$ cat src/rtl/req_channel.sv
// One command channel: accepts a request ID when idle, emits it as a fixed-length
// AXI-Stream packet, then waits for a completion pulse (or a timeout) before re-arming.
module req_channel #(
    parameter int REQ_ID_WIDTH   = 32,
    parameter int PACKET_BEATS   = 4,
    parameter int TIMEOUT_CYCLES = 1000000
) (
    input  logic                     clk,
    input  logic                     reset,
    input  logic [REQ_ID_WIDTH-1:0]  req_id,
    input  logic                     req_id_valid,
    output logic                     ready,
    output logic [REQ_ID_WIDTH+15:0] AXIS_TDATA,
    output logic                     AXIS_TVALID,
    output logic                     AXIS_TLAST,
    input  logic                     AXIS_TREADY,
    input  logic                     done,
    output logic                     timeout_err,
    output logic [31:0]              served_count
);

    localparam logic [15:0] LAST_IDX = 16'(PACKET_BEATS - 1);
    localparam logic [31:0] WAIT_MAX = 32'(TIMEOUT_CYCLES - 1);

    typedef enum logic [1:0] {
        IDLE = 2'd0,
        SEND = 2'd1,
        WAIT = 2'd2
    } state_t;

    state_t                  state_q;
    logic                    ready_q;
    logic [REQ_ID_WIDTH-1:0] id_q;
    logic [15:0]             idx_q;
    logic                    tvalid_q;
    logic                    tlast_q;
    logic                    done_seen_q;
    logic [31:0]             wait_cnt_q;
    logic                    timeout_err_q;
    logic [31:0]             served_q;

    logic        beat_fire;
    logic        last_beat;
    logic [15:0] idx_inc;

    assign beat_fire = tvalid_q && AXIS_TREADY;
    assign last_beat = (idx_q == LAST_IDX);
    assign idx_inc   = idx_q + 16'd1;

    always_ff @(posedge clk) begin
        if (reset) begin
            state_q       <= IDLE;
            ready_q       <= 1'b0;
            id_q          <= '0;
            idx_q         <= '0;
            tvalid_q      <= 1'b0;
            tlast_q       <= 1'b0;
            done_seen_q   <= 1'b0;
            wait_cnt_q    <= '0;
            timeout_err_q <= 1'b0;
            served_q      <= '0;
        end else begin
            timeout_err_q <= 1'b0;
            case (state_q)
                IDLE: begin
                    ready_q <= 1'b1;
                    if (req_id_valid) begin
                        id_q        <= req_id;
                        idx_q       <= '0;
                        tvalid_q    <= 1'b1;
                        tlast_q     <= (LAST_IDX == 16'd0);
                        ready_q     <= 1'b0;
                        done_seen_q <= 1'b0;
                        state_q     <= SEND;
                    end
                end
                SEND: begin
                    if (done) begin
                        done_seen_q <= 1'b1;
                    end
                    if (beat_fire) begin
                        if (last_beat) begin
                            tvalid_q <= 1'b0;
                            tlast_q  <= 1'b0;
                            idx_q    <= '0;
                            // A completion already seen (or arriving now) skips WAIT.
                            if (done_seen_q || done) begin
                                state_q     <= IDLE;
                                ready_q     <= 1'b1;
                                done_seen_q <= 1'b0;
                                served_q    <= served_q + 32'd1;
                            end else begin
                                state_q    <= WAIT;
                                wait_cnt_q <= '0;
                            end
                        end else begin
                            idx_q   <= idx_inc;
                            tlast_q <= (idx_inc == LAST_IDX);
                        end
                    end
                end
                WAIT: begin
                    wait_cnt_q <= wait_cnt_q + 32'd1;
                    // done takes priority over an expiring timeout in the same cycle.
                    if (done) begin
                        state_q     <= IDLE;
                        ready_q     <= 1'b1;
                        done_seen_q <= 1'b0;
                        served_q    <= served_q + 32'd1;
                    end else if (wait_cnt_q == WAIT_MAX) begin
                        timeout_err_q <= 1'b1;
                        state_q       <= IDLE;
                        ready_q       <= 1'b1;
                        done_seen_q   <= 1'b0;
                    end
                end
                default: begin
                    state_q  <= IDLE;
                    ready_q  <= 1'b0;
                    tvalid_q <= 1'b0;
                    tlast_q  <= 1'b0;
                end
            endcase
        end
    end

    assign ready        = ready_q;
    assign AXIS_TDATA   = {id_q, idx_q};
    assign AXIS_TVALID  = tvalid_q;
    assign AXIS_TLAST   = tlast_q;
    assign timeout_err  = timeout_err_q;
    assign served_count = served_q;

endmodule
$ cat config.mk
export PLATFORM = sky130hd
export DESIGN_NAME = req_channel
export DESIGN_NICKNAME = d
export VERILOG_FILES = /design/src/rtl/req_channel.sv
export SDC_FILE = /design/constraint.sdc
export NUM_CORES = 1
export LEC_CHECK = 0
export BUFFER_PORTS_ARGS = -buffer_cell sky130_fd_sc_hd__buf_2
export CAP_MARGIN = 10
export CORE_ASPECT_RATIO = 2
export CORE_MARGIN = 2
export CORE_UTILIZATION = 40
export CTS_BUF_LIST = sky130_fd_sc_hd__clkbuf_4 sky130_fd_sc_hd__clkbuf_8
export DETAILED_ROUTE_END_ITERATION = 8
export GPL_TIMING_DRIVEN = 0
export PLACE_DENSITY = 0.66
export SYNTH_ARGS = -nofsm -noshare
export SYNTH_HDL_FRONTEND = slang
export SYNTH_SLANG_ARGS = --single-unit
$ cat constraint.sdc
create_clock -name clk -period 6.5 [get_ports clk]
set_input_delay 0 -clock clk [delete_from_list [all_inputs] [get_ports clk]]
set_output_delay 0 -clock clk [all_outputs]
set_load 0.01 [all_outputs]
* After elaboration in Yosys (flattened, before gate mapping)
Index checks and enable logic that the tools add are counted.
** Storage, ports and cells
- Flip-flop bits (word level) :: 119
- Input bits :: 37
- Output and inout port bits :: 84
- Logic and storage cells :: 85
** Operators by class
- Add/sub/neg operators :: 3
- Equality and inequality tests :: 12
- Mux-type cells :: 43
- Bitwise operators :: 1
- Reductions and logical operators :: 16
** Operators by type and width (number)
- $mux 32 :: 7
- $pmux 32 s2 :: 2
- $add 32x1->32 const B :: 2
- $mux 16 :: 3
- $eq 16x2->1 const B :: 2
- $eq 32x20->1 const B :: 1
- $pmux 16 s2 :: 1
- $mux 1 :: 19
- $add 16x1->16 const B :: 1
- $reduce_and 4->1 :: 4
- $mux 2 :: 6
- $ne 2x2->1 const B :: 6
- $pmux 1 s3 :: 4
- $reduce_and 3->1 :: 3
- $pmux 2 s3 :: 1
- $reduce_and 5->1 :: 1
- $reduce_bool 2->1 :: 2
- $ne 3x3->1 const B :: 1
- $reduce_bool 3->1 :: 1
- $reduce_or 3->1 :: 1
- $eq 2x1->1 const B :: 1
- $eq 2x2->1 const B :: 1
- $logic_not 2->1 :: 1
- $reduce_and 2->1 :: 1
- other kinds (3) :: 3

* Longest topological paths before layout
- Word-level depth :: 5
- Depth in mapped cells :: 10
- Gate-level depth less buffers :: 7

* Worst setup path before layout
Ideal clock, no wire load.
- Path kind :: reg2reg
- Start :: register idx_q[0]
- End :: register served_q[2], in the netlist served_count[2]
- Setup time :: 0.121 ns
- Arrival :: 2.648 ns
- Required time :: 6.379 ns
- Path slack :: 3.731 ns
- Cell stages (with the launch flop) :: 8
- Path buffers :: 1
- Period minus slack after synthesis :: 2.769 ns
- Cell sequence :: dfxtp_1 ha_1 or4b_4 or4_4 o41ai_4 buf_6 nand3_2 mux2_4
** Between the ends
- Word-level cells in the longest chain between the ends :: 3
** RTL lines
- start, declared :: line 34 : logic [15:0] idx_q;
- start signal, assigned :: line 97 : idx_q <= idx_inc;
- $eq 16x2->1 :: line 47 : assign last_beat = (idx_q == LAST_IDX);
- $ne 2x2->1 (no source line)
- $reduce_and 5->1 (no source line)
- end signal, assigned :: line 91 : served_q <= served_q + 32'd1;
- end signal, assigned :: line 109 : served_q <= served_q + 32'd1;
- end, declared :: line 40 : logic [31:0] served_q;
No other way between the ends.
A chain may end at the register's enable or synchronous reset.

* Final worst setup path
- Start :: register idx_q[0]
- End :: register served_q[28], in the netlist served_count[28]
Same word-level chain as after synthesis.

==> metrics <==
RSZ-0062 raised after global routing=false; Max Cap Viol=0; Async S/R FF share, synth=0%; Critical Path Source Type=flop; Post-synth EDFFs=0; CTS root buffer=clkbuf_8; r2r endpoint=served_count[28]; Power Density=221 nW/um^2; mux share of post-synthesis cell area=5.79%; final setup margin=3.17 ns; Ant. Diodes=0; Routed WL=20.3 mm; DR pass1 iterations=5; hold wc startpoint=reset; post-synth top area cell=dfxtp_1; Post-Syn Area=6310 um^2; Routed Antenna Nets=0; synth cell count leaders=dfxtp_1, nand2_1, a21oi_1; Clock Sinks=119; fin. max-slew vios=0; First DRT Iteration DRCs=571; Worst R2R Path Depth=9; xor/xnor share of the synthesized area=0%; vias per cell=5.84; core area=15,600 um^2; min Tclk post-route=3.33 ns; Site Rows=65; Leakage=0.00297 uW; Post-CTS Setup Repair Bufs=0; H-tree depth=4; most frequent cell after synthesis=dfxtp_1; synthesized instance count=789; Synth Area in Simple Gates=32.7%; CP Max Fanout=10; pin count of the biggest net entering global routing=17; fin area=7930 um^2; VDD IR max=0.165 mV; total CTS buffers=17; flop-to-flop setup slack=3.17 ns; synthesis-stage register bit count=119; Slew HR=24.3%; first-pass GRT wire length=33.3 mm; Layout area overhead=25.7%; Top FF cell, synth=dfxtp_1; compound-gate portion of the synthesized area=17.1%; Total GRT Usage=24.3%; Yosys top cell area share=37.7%; GRT overflow=0; die width=92.8 um; Data required, critical path=6.81 ns; initial antenna violation count=0; element type at the critical path end=flop; I/O Pins=121; IO Port Bufs=120; fillcell total=1,519; clock skew=0.0143 ns; placed instance area=7170 um^2; Layout Nets=1,007; vias in the first global route=6,658; DRC=0; Netlist cell types=58; fmax=300 MHz; run status=completed; Final setup viols=0; via count=6,865; Synth Net Count=834; WL per Instance=17.2 um; die area=16,900 um^2; kind of critical path=flop to flop; RD Place Congestion=0.905; hold path endpoint=AXIS_TLAST; worst-margin pin slew=1.12 ns; worst hold path stage count=4; period utilization=51.3%; Seq/Total Area, Yosys=37.7%; die span in y=182 um; multi-input logic area=3610 um^2; pre-CTS setup slack=3.21 ns; Mean Syn Cell Area=8.00 um^2; Worst-Skew Late Latency=0.44 ns; Crit Reg-Reg Startpoint=idx_q[0]; Max clock buf depth=2; Ys Warns=0; # resized after CTS=0; Reg area=2380 um^2; Initial Util=40.4%; critical path arrival=3.64 ns; post-synthesis adder-cell area fraction=1.59%; largest family of logic cells by synthesized area=simple AND/OR/NAND/NOR gates; total negative slack=0 ns; share of cells above drive strength 1=19.0%; CTS tree=built; Worst Hold Class=input port to flop; Clk pin slew, worst setup/hold paths=0.08 ns; Area contributors post-synth=dfxtp_1, nand2_1, a21oi_1, nand3_1, nand4_1; Hold Fails Final Rpt=0; hpwl dp=13.9 mm
==> layout by cell type (no fill, tap or decap), types with 3 or more instances in the layout <==
cell type and n:
nand2b_1 3, dfxtp_1 119, a211oi_1 4, inv_6 4
dlygate4sd3_1 34, nor2b_1 15, clkinv_4 3, or4_1 16
a21oi_1 64, inv_1 21, buf_2 124, buf_1 5
clkbuf_1 51, a311oi_1 9, clkbuf_8 17, or2_2 15
or3_1 10, nor2_1 43, nor3_1 18, o31ai_1 19
nand3b_1 15, o41ai_1 15, nand3_1 59, nand2_1 99
o311ai_1 13, a31oi_1 7, and2_1 6, nand4_1 36
mux2i_1 20, ha_1 8, mux2_1 12, and4_1 6
nor4_1 25, and3_1 9, bufinv_16 3, o21ai_0 10
==> flip-flops by register name, summed over array words and instances, names as in the netlist <==
signal / flops
ready: 1
AXIS_TVALID: 1
timeout_err: 1
state_q: 2
wait_cnt_q: 32
done_seen_q: 1
AXIS_TLAST: 1
idx_q: 16
id_q: 32
served_count: 32
==> stage by stage <==
step	hold WS [ns]	util (%)	cells	total power, uW
2_1_floorplan	0.136	-	789	919
3_3_place_gp	0.241	45.9	1110	1000
3_5_place_dp	0.248	45.9	1110	1010
4_1_cts	0.0126	50.8	1176	1760
5_1_grt	0.0329	50.8	1176	1830
6_report	0.0239	50.8	1176	1750
==> worst max-delay path: stages (launching register included) <==
cell and delay (ns):
dfxtp_1 0.48, ha_1 0.33, or4b_4 0.51, nor4_2 0.34, a31oi_1 0.21, clkbuf_1 0.27
buf_2 0.26, clkbuf_1 0.30, o311ai_1 0.38, o41ai_1 0.13
==> final cells by class <==
cell class / instances / share of cell area, %
sequential: 119 / 30.0
multi-input combinational: 587 / 45.5
timing repair buffer: 154 / 11.9
buffer: 61 / 3.04
inverter: 22 / 1.04
clock buffer: 17 / 2.95
clock inverter: 15 / 2.44
tap: 201 / 3.17
==> power by group <==
part	total [uW]	leakage (uW)	switching (uW)	internal, uW
sequential	762	0.000964	12.3	750
clock	744	0.000211	354	390
combinational	248	0.00180	166	81.7
total	1750	0.00297	532	1220
==> worst max path at each step <==
stage                     slack (ns)  depth (start not counted)                to      from
final                           3.17                          9  served_count[28]  idx_q[0]
after CTS                       3.15                          9  served_count[22]  idx_q[1]
after detailed placement        3.21                          9  served_count[24]  idx_q[0]
after global placement          3.25                          9  served_count[26]  idx_q[0]
after global routing            2.87                          9  served_count[22]  idx_q[1]
after floorplan                 3.73                          7   served_count[2]  idx_q[0]
==> per-layer routing <==
layer / wire (um) / GRT usage [%] / vias to the layer above
met1: 8270 / 29.8 / 3271
met3: 1350 / 5.44 / 31
li1: - / - / 3292
met2: 10300 / 41.6 / 271
met4: 346 / 8.06 / 0
met5: 0 / 0 / -
==> logic make-up (layout without fill, tap and decap cells) <==
kind of cell    after synthesis  in the layout
compound gates              159            159
fa+ha+maj                     8              8
buf+inv                      83            269
simple gates                386            386
mux                          34             34
flops                       119            119
==> timing repair <==
action / CTS / global route
setup endpoints to repair: 0 / 0
hold endpoints to repair: 36 / 0
hold buffers: 34 / 0
No activity file was read; power rests on OpenSTA's default activity.
